**src/rtl/lsu_pkg.sv**
```systemverilog
// Shared types and constants for the load/store unit.
package lsu_pkg;

    localparam int unsigned LSU_ADDR_W = 32;
    localparam int unsigned XLEN       = 32;

    // RV32I size/sign encodings carried on req_funct3
    localparam logic [2:0] F3_B  = 3'b000;
    localparam logic [2:0] F3_H  = 3'b001;
    localparam logic [2:0] F3_W  = 3'b010;
    localparam logic [2:0] F3_BU = 3'b100;
    localparam logic [2:0] F3_HU = 3'b101;

    typedef enum logic [1:0] {
        ST_IDLE  = 2'd0,
        ST_READ  = 2'd1,
        ST_WRITE = 2'd2,
        ST_RESP  = 2'd3
    } lsu_state_e;

    // Access captured at acceptance; offset is already alignment-forced
    typedef struct packed {
        logic            we;
        logic [2:0]      funct3;
        logic [1:0]      offset;
        logic [XLEN-1:0] wdata;
    } lsu_op_t;

    // Stores only know B/H/W; loads add the unsigned variants
    function automatic logic funct3_legal(input logic we, input logic [2:0] f3);
        logic sized;
        sized = (f3 == F3_B) || (f3 == F3_H) || (f3 == F3_W);
        if (we) begin
            return sized;
        end
        return sized || (f3 == F3_BU) || (f3 == F3_HU);
    endfunction

    // Low address bits that do not match the access size
    function automatic logic misaligned(input logic [2:0] f3, input logic [1:0] lo);
        logic mis;
        mis = 1'b0;
        case (f3)
            F3_H, F3_HU: mis = lo[0];
            F3_W:        mis = (lo != 2'b00);
            default:     mis = 1'b0;
        endcase
        return mis;
    endfunction

endpackage

```
**src/rtl/lsu_align.sv**
```systemverilog
// Load lane extract/extend and store lane merge (purely combinational).
module lsu_align
    import lsu_pkg::*;
(
    input  logic [2:0]      funct3,
    input  logic [1:0]      offset,
    input  logic [XLEN-1:0] rd_word,
    input  logic [XLEN-1:0] wdata,
    output logic [XLEN-1:0] load_data_c,
    output logic [XLEN-1:0] store_word_c
);

    logic [4:0]      shamt;
    logic [XLEN-1:0] lane_word;
    logic [XLEN-1:0] lane_mask;

    assign shamt     = {offset, 3'b000};
    assign lane_word = rd_word >> shamt;

    // Bring the addressed lane down to bit 0 and extend it
    always_comb begin
        load_data_c = '0;
        case (funct3)
            F3_B:    load_data_c = {{24{lane_word[7]}}, lane_word[7:0]};
            F3_BU:   load_data_c = {24'h0, lane_word[7:0]};
            F3_H:    load_data_c = {{16{lane_word[15]}}, lane_word[15:0]};
            F3_HU:   load_data_c = {16'h0, lane_word[15:0]};
            F3_W:    load_data_c = rd_word;
            default: load_data_c = '0;
        endcase
    end

    // Replace only the addressed lanes of the old word with store data
    always_comb begin
        lane_mask = '0;
        case (funct3)
            F3_B:    lane_mask = 32'h0000_00FF << shamt;
            F3_H:    lane_mask = 32'h0000_FFFF << shamt;
            F3_W:    lane_mask = 32'hFFFF_FFFF;
            default: lane_mask = '0;
        endcase
        store_word_c = (rd_word & ~lane_mask) | ((wdata << shamt) & lane_mask);
    end

endmodule

```
**src/rtl/load_store_unit.sv**
```systemverilog
// Single-outstanding load/store unit between core and a word-wide data memory.
// Sub-word stores are done as read-modify-write.
// Build option: LSU_MISALIGN_TRAP_EN turns misaligned H/W accesses into error
// responses; otherwise the low address bits are forced to alignment.
module load_store_unit
    import lsu_pkg::*;
#(
    parameter int unsigned ADDR_W = LSU_ADDR_W
) (
    input  logic              clk,
    input  logic              rst,
    input  logic              req_valid,
    output logic              req_ready,
    input  logic              req_we,
    input  logic [2:0]        req_funct3,
    input  logic [ADDR_W-1:0] req_addr,
    input  logic [XLEN-1:0]   req_wdata,
    output logic              resp_valid,
    output logic [XLEN-1:0]   resp_rdata,
    output logic              resp_err,
    output logic [ADDR_W-1:0] mem_addr,
    output logic [XLEN-1:0]   mem_write_data,
    output logic              mem_read,
    output logic              mem_write,
    input  logic [XLEN-1:0]   mem_read_data
);

    lsu_state_e      state_q;
    lsu_state_e      state_nxt;
    lsu_op_t         op_q;
    logic            accept_c;
    logic            req_err_c;
    logic [1:0]      offset_c;
    logic [XLEN-1:0] load_data_c;
    logic [XLEN-1:0] store_word_c;

    assign accept_c = req_valid && req_ready;

`ifdef LSU_MISALIGN_TRAP_EN
    assign req_err_c = !funct3_legal(req_we, req_funct3) || misaligned(req_funct3, req_addr[1:0]);
`else
    assign req_err_c = !funct3_legal(req_we, req_funct3);
`endif

    // Force the lane offset to the access size's natural alignment
    always_comb begin
        offset_c = req_addr[1:0];
        case (req_funct3)
            F3_H, F3_HU: offset_c = {req_addr[1], 1'b0};
            F3_W:        offset_c = 2'b00;
            default:     offset_c = req_addr[1:0];
        endcase
    end

    // State register
    always_ff @(posedge clk or posedge rst) begin
        if (rst) begin
            state_q <= ST_IDLE;
        end else begin
            state_q <= state_nxt;
        end
    end

    // Next-state: loads read, SW writes, SB/SH read then write, errors respond at once
    always_comb begin
        state_nxt = state_q;
        case (state_q)
            ST_IDLE: begin
                if (req_valid) begin
                    if (req_err_c) begin
                        state_nxt = ST_RESP;
                    end else if (req_we && (req_funct3 == F3_W)) begin
                        state_nxt = ST_WRITE;
                    end else begin
                        state_nxt = ST_READ;
                    end
                end
            end
            ST_READ:  state_nxt = op_q.we ? ST_WRITE : ST_RESP;
            ST_WRITE: state_nxt = ST_RESP;
            ST_RESP:  state_nxt = ST_IDLE;
            default:  state_nxt = ST_IDLE;
        endcase
    end

    lsu_align u_align (
        .funct3       (op_q.funct3),
        .offset       (op_q.offset),
        .rd_word      (mem_read_data),
        .wdata        (op_q.wdata),
        .load_data_c  (load_data_c),
        .store_word_c (store_word_c)
    );

    // Capture the request at acceptance
    always_ff @(posedge clk or posedge rst) begin
        if (rst) begin
            op_q <= '0;
        end else if (accept_c) begin
            op_q <= '{we: req_we, funct3: req_funct3, offset: offset_c, wdata: req_wdata};
        end
    end

    // Registered outputs, decoded from the state being entered
    always_ff @(posedge clk or posedge rst) begin
        if (rst) begin
            req_ready      <= 1'b1;
            resp_valid     <= 1'b0;
            resp_err       <= 1'b0;
            resp_rdata     <= '0;
            mem_read       <= 1'b0;
            mem_write      <= 1'b0;
            mem_addr       <= '0;
            mem_write_data <= '0;
        end else begin
            req_ready  <= (state_nxt == ST_IDLE);
            mem_read   <= (state_nxt == ST_READ);
            mem_write  <= (state_nxt == ST_WRITE);
            resp_valid <= (state_nxt == ST_RESP);
            resp_err   <= (state_q == ST_IDLE) && (state_nxt == ST_RESP);
            if (accept_c) begin
                mem_addr <= {req_addr[ADDR_W-1:2], 2'b00};
                if (req_we) begin
                    mem_write_data <= req_wdata;
                end
            end
            if ((state_q == ST_READ) && (state_nxt == ST_WRITE)) begin
                mem_write_data <= store_word_c;
            end
            if (state_nxt == ST_RESP) begin
                resp_rdata <= (state_q == ST_READ) ? load_data_c : '0;
            end
        end
    end

endmodule

```
**config.mk**
```make
export PLATFORM = sky130hd
export DESIGN_NAME = load_store_unit
export DESIGN_NICKNAME = d
export VERILOG_FILES = /design/src/rtl/lsu_pkg.sv /design/src/rtl/lsu_align.sv /design/src/rtl/load_store_unit.sv
export SDC_FILE = /design/constraint.sdc
export NUM_CORES = 1
export LEC_CHECK = 0
export BUFFER_PORTS_ARGS = -buffer_cell sky130_fd_sc_hd__buf_2
export CAP_MARGIN = 20
export CORE_MARGIN = 10
export CORE_UTILIZATION = 52
export CTS_CLUSTER_DIAMETER = 150
export DETAILED_ROUTE_END_ITERATION = 10
export PLACE_DENSITY = 0.82
export SETUP_SLACK_MARGIN = 0.15
export SLEW_MARGIN = 5
export SYNTH_ARGS = -nofsm -noshare
export SYNTH_HDL_FRONTEND = slang
export SYNTH_SLANG_ARGS = --single-unit
```
**constraint.sdc**
```tcl
create_clock -name clk -period 5.1 [get_ports clk]
set_clock_uncertainty 0.2 [all_clocks]
set_input_delay 0.765 -clock clk [delete_from_list [all_inputs] [get_ports clk]]
set_output_delay 0.765 -clock clk [all_outputs]
set_load 0.02 [all_outputs]
```
# --- After elaboration in Yosys (flattened, before gate mapping) ---
# Cells that the tools add are included.
word_totals:
  register_bits: 139
  input_bits: 103
  out_inout_bits: 101
  elab_cells: 66
classes:
  eq_ne: 14
  shift: 4
  muxes: 15
  bitwise: 4
  n_reduce_logical: 16
ops:
  columns: ["cell", "count"]
  rows:
  - ["one-hot mux 32 bit (5 select lines)", 1]
  - ["two-way mux 32 bit", 4]
  - ["one-hot mux 32 bit (3 select lines)", 1]
  - ["AND 32 bit", 2]
  - ["inverter 32 bit", 1]
  - ["OR 32 bit", 1]
  - ["<< shifter 16 x 5 -> 32 bit, first input constant", 1]
  - ["<< shifter 32 x 5 -> 32 bit", 1]
  - ["<< shifter 8 x 5 -> 32 bit, first input constant", 1]
  - [">> shifter 32 x 5 -> 16 bit", 1]
  - ["== test 3 bit, second input constant", 4]
  - ["== test 2 bit, second input constant", 4]
  - ["one-hot mux 2 bit (4 select lines)", 1]
  - ["== test 3 x 1 -> 1 bit, second input constant", 2]
  - ["== test 3 x 2 -> 1 bit, second input constant", 2]
  - ["logical NOT 3 bit", 2]
  - ["two-way mux 2 bit", 3]
  - ["== test 2 x 1 -> 1 bit, second input constant", 2]
  - ["logical AND 1 bit", 4]
  - ["logical NOT 2 bit", 2]
  - ["logical OR 1 bit", 4]
  - ["two-way mux 1 bit", 4]
  - ["one-hot mux 2 bit (2 select lines)", 1]
  - ["nonzero test 2 bit", 2]
  - ["2 further kinds", 2]

# --- Depth between registers and ports, before layout ---
logic_depth:
  ltp_word: 13
  mapped_depth: 10
  depth_no_buf: 8

# --- By module ---
# A second synthesis with hierarchy kept.
unflattened:
  hier_cells: 698
  area_unflattened_um2: 7681.1
by_module_without_submodules:
  columns: ["module", "n_inst", "cells_per_inst", "area_per_inst_um2", "seq_area_each_um2"]
  rows:
  - ["load_store_unit", 1, 429, 6034.5, 3479.6]
  - ["lsu_align", 1, 269, 1646.6, 0.0]

# --- Worst setup path after synthesis ---
# Ideal clock, no wire load.
synth_path:
  path_type: "input port to flip-flop"
  start: "in req_valid"
  end: "reg mem_write_data[0]"
  setup_time_ps: 126
  t_arrival_ps: 2005
  required_ps: 4774
  path_slack_ps: 2769
  cell_stages: 8
  path_buffers: 3
  cell_sequence: "buf_6 -> nor4b_2 -> a2111oi_2 -> o211ai_1 -> buf_2 -> buf_6 -> a211oi_2 -> a21oi_1"
synth_via:
  elab_chain_len: 6
  word_cells_on_any_way: 9
  classes_between: "1 x eq/ne; 3 x mux; 5 x reduce/logical"
synth_rtl:
  columns: ["element", "line_no", "source"]
  rows:
  - ["start, declared", "load_store_unit.sv:12", "input logic req_valid,"]
  - ["two-way mux 2 bit", "load_store_unit.sv:69", "if (req_valid) begin"]
  - ["one-hot mux 2 bit (4 select lines)", "load_store_unit.sv:67", "case (state_q)"]
  - ["== test 2 bit", "load_store_unit.sv:127", "if ((state_q == ST_READ) && (state_nxt == ST_WRITE)) begin"]
  - ["logical AND 1 bit", "load_store_unit.sv:127", null]
  - ["nonzero test 2 bit (no source line)", null, null]
  - ["AND reduction 2 bit (no source line)", null, null]
  - ["end signal, assigned", "load_store_unit.sv:124", "mem_write_data <= req_wdata;"]
  - ["end signal, assigned", "load_store_unit.sv:128", "mem_write_data <= store_word_c;"]
  - ["end, declared", "load_store_unit.sv:22", "output logic [XLEN-1:0] mem_write_data,"]
# Parallel ways exist; a longest one is shown, timed or not.
# A chain may end at the register's enable or synchronous reset.

# --- Worst setup path after layout ---
layout_path:
  start: "reg op_q[32] in the netlist's numbering"
  end: "reg resp_rdata[28]"
layout_via:
  elab_chain_len: 3
layout_rtl:
  columns: ["element", "line_no", "source"]
  rows:
  - ["start, declared", "load_store_unit.sv:30", "lsu_op_t op_q;"]
  - ["start signal, assigned", "load_store_unit.sv:100", "op_q <= '{we: req_we, funct3: req_funct3, offset: offset_c, wdata: req_wdata};"]
  - [">> shifter 32 x 5 -> 16 bit", "lsu_align.sv:18", "assign lane_word = rd_word >> shamt;"]
  - ["one-hot mux 32 bit (5 select lines)", "lsu_align.sv:23", "case (funct3)"]
  - ["two-way mux 32 bit", "load_store_unit.sv:131", "resp_rdata <= (state_q == ST_READ) ? load_data_c : '0;"]
  - ["end signal, assigned", "load_store_unit.sv:131", null]
  - ["end, declared", "load_store_unit.sv:19", "output logic [XLEN-1:0] resp_rdata,"]
# No other way between the ends.

==> results.sh <==
export IMPL_status="completed"
export IMPL_cts_root_buf="clkbuf_16"
export IMPL_cts_tree="yes"
export IMPL_path_max_fanout=27
export IMPL_worst_endpoint_required_ns=5.24
export IMPL_reg2reg_slack_ns=1.80
export IMPL_drc=0
export IMPL_layout_drive_gt1_share_pct=41.19
export IMPL_antenna_found_initial=1
export IMPL_synth_seq_cells=139
export IMPL_num_vias=5739
export IMPL_rr_startpoint="op_q[32]"
export IMPL_grt_max_degree=110
export IMPL_die_area_mm2=0.01869
export IMPL_critPathKind="reg -> reg"
export IMPL_syn_area_per_cell_um2=11.23
export IMPL_htreeDepth=4
export IMPL_die_y_um=136.7
export IMPL_synth_cell_type_count=51
export IMPL_ctsResizeCount=0
export IMPL_clk_transition_reported_paths_ns=0.06
export IMPL_max_freq_ghz=0.3035
export IMPL_wl_per_cell_um=20.24
export IMPL_p_per_area_mw_per_mm2=739.7
export IMPL_synth_area_mm2=0.007083
export IMPL_max_cap_viol_count=0
export IMPL_drv_slew=0
export IMPL_drtIter0Drc=524
export IMPL_numCtsBuffers=17
export IMPL_worst_slack_ns=1.805
export IMPL_ys_warn_count=0
export IMPL_row_count=42
export IMPL_relSlewSlack_pct=28.72
export IMPL_holdPathStages=2
export IMPL_core_mm2=0.01330
export IMPL_vias_per_cell=5.745
export IMPL_async_reset_ff_share_pct=100.0
export IMPL_dp_slack_ns=1.894
export IMPL_rr_endpoint="resp_rdata[28]"
export IMPL_start_kind="register"
export IMPL_syn_inst=631
export IMPL_r2r_cells=5
export IMPL_grt_use_total_pct=21.48
export IMPL_finalCriticalPeriod_ns=3.295
export IMPL_clock_sinks=139
export IMPL_rsz0062_at_grt="no"
export IMPL_multi_input_area_mm2=0.003318
export IMPL_seq_area_mm2=0.003480
export IMPL_seq_area_frac_synth_pct=49.13
export IMPL_nNetsFinal=918
export IMPL_grt_pass1_wl_um=31120
export IMPL_fill_cells=1043
export IMPL_dr_pass1_iters=5
export IMPL_syn_to_final_growth_pct=24.36
export IMPL_worstHoldPathType="reg -> reg"
export IMPL_hp_start="resp_rdata[2]"
export IMPL_worst_pin_slew_ns=1.067
export IMPL_ant_nets=0
export IMPL_peakVddDrop_mv=0.3273
export IMPL_ys_flop_type="dfrtp_1"
export IMPL_hold_end="resp_rdata[2]"
export IMPL_critPathArrivalTime_ns=3.44
export IMPL_hold_buffers=0
export IMPL_die_w_um=136.7
export IMPL_clockBufferDepth=2
export IMPL_clkLatencyLatePin_ns=0.42
export IMPL_grt_overflow_total=0
export IMPL_hold_violations=0
export IMPL_gp_congestion=0.8940
export IMPL_post_cts_buffers=0
export IMPL_port_buffers=201
export IMPL_finalSetupTns_ns=0
export IMPL_grt_pass1_vias=5713
export IMPL_post_route_period_util_pct=64.61
export IMPL_p_leak_uw=0.004304
export IMPL_io_pins=204
export IMPL_critical_path_endpoint_type="register"
export IMPL_synth_edf_count=0
export IMPL_diodes=0
export IMPL_start_util_pct=53.27
export IMPL_hpwlAfterDp_um=15160
export IMPL_setup_viol=0
export IMPL_routed_wl_um=20220
## cells by family after synthesis
logic type / after synthesis / synth area share (%)
AO/OA/AOI/OAI: 162 / 16.18
adder cells (fa/ha/maj): 4 / 0.7066
flip-flops: 139 / 49.13
AND/OR/NAND/NOR: 131 / 9.097
other: 1 / 0.05294
multiplexers: 137 / 20.65
buffers and inverters: 57 / 4.186
## worst max path at each step
| stage | start | to | slack [ns] | cells after the start |
|---|---|---|---|---|
| floorplan | rst | mem_addr[10] | 0.41 | 1 |
| global placement | req_funct3[0] | resp_rdata[30] | 1.99 | 8 |
| detailed placement | op_q[32] | resp_rdata[17] | 1.89 | 5 |
| CTS | op_q[32] | resp_rdata[17] | 1.87 | 5 |
| global route | op_q[32] | resp_rdata[17] | 1.53 | 5 |
| finish | op_q[32] | resp_rdata[28] | 1.80 | 5 |
## per-stage QoR
step	instance area, µm²	instances	util (%)	power [µW]	hold WS, ns
floorplan	7087	632	-	4228	0.2470
global placement	8117	967	61.05	5012	0.2588
detailed placement	8117	967	61.05	5092	0.2681
CTS	8793	998	66.14	6531	0.2803
global route	8808	999	66.25	6930	0.2969
finish	8808	999	66.25	6516	0.2761
## state kept, by name, summed over array words and instances (netlist names)
name,flops
op_q,38
resp_rdata,32
mem_read,1
req_ready,1
mem_addr,30
mem_write_data,32
resp_err,1
resp_valid,1
state_q,2
mem_write,1
## placed cells by master (no fill, tap or decap), types with 9 or more instances in the layout
cell	synthesis	routed
nor3_1	9	9
buf_2	22	201
mux2i_1	64	64
nor2_1	33	33
mux2_2	73	73
nand2b_1	9	9
a22oi_1	15	15
dfrtp_1	138	138
nand2_1	49	48
nor3b_1	9	9
clkbuf_16	0	17
a21oi_1	44	44
a211oi_1	25	25
o21ai_1	25	25
## worst max-delay path, stage by stage, from the launching register on
cell and delay, ns:
dfrtp_1 0.89, nor2b_1 0.93, a22oi_1 0.34, o32ai_4 0.61
a21oi_1 0.10, o21ai_1 0.15
## cells in the mapped netlist (all sizes together) (2+ instances only)
library cell | n | area [µm²]
o2bb2ai | 7 | 61.31
a21oi | 45 | 236.5
o21a | 2 | 15.01
nor3b | 11 | 98.84
nand3 | 10 | 62.56
buf | 36 | 211.5
dfrtp | 138 | 3453
nor2b | 5 | 31.28
clkbuf | 13 | 50.04
mux2 | 73 | 822.0
or2 | 2 | 12.51
nor3 | 9 | 45.04
a22oi | 16 | 125.1
ha | 4 | 50.05
o21ai | 33 | 168.9
nand2b | 9 | 56.30
nand2 | 49 | 183.9
nor2 | 33 | 123.9
mux2i | 64 | 640.6
inv | 7 | 26.28
a2bb2oi | 8 | 70.07
o31ai | 9 | 81.33
a211oi | 33 | 287.8
## cell type report
type                            count  share of cell area (%)
Tap cell                          176                   2.500
Inverter                            8                  0.4545
Clock inverter                     13                   2.813
Clock buffer                       18                   4.872
Sequential cell                   139                   39.50
Multi-Input combinational cell    436                   37.67
Timing Repair Buffer              209                   12.19
## metal layers
layer,wire length (µm),GRT usage (%),vias up
met4,444,7.988,0
met1,8283,27.30,2759
li1,-,-,2658
met2,9311,32.62,285
met5,0,0,-
met3,2180,8.138,37
## power by group
group          switching, µW  internal (µW)
registers                419           1650
clock network            461            960
logic                   1830           1200
(Power assumes the default switching activity.)
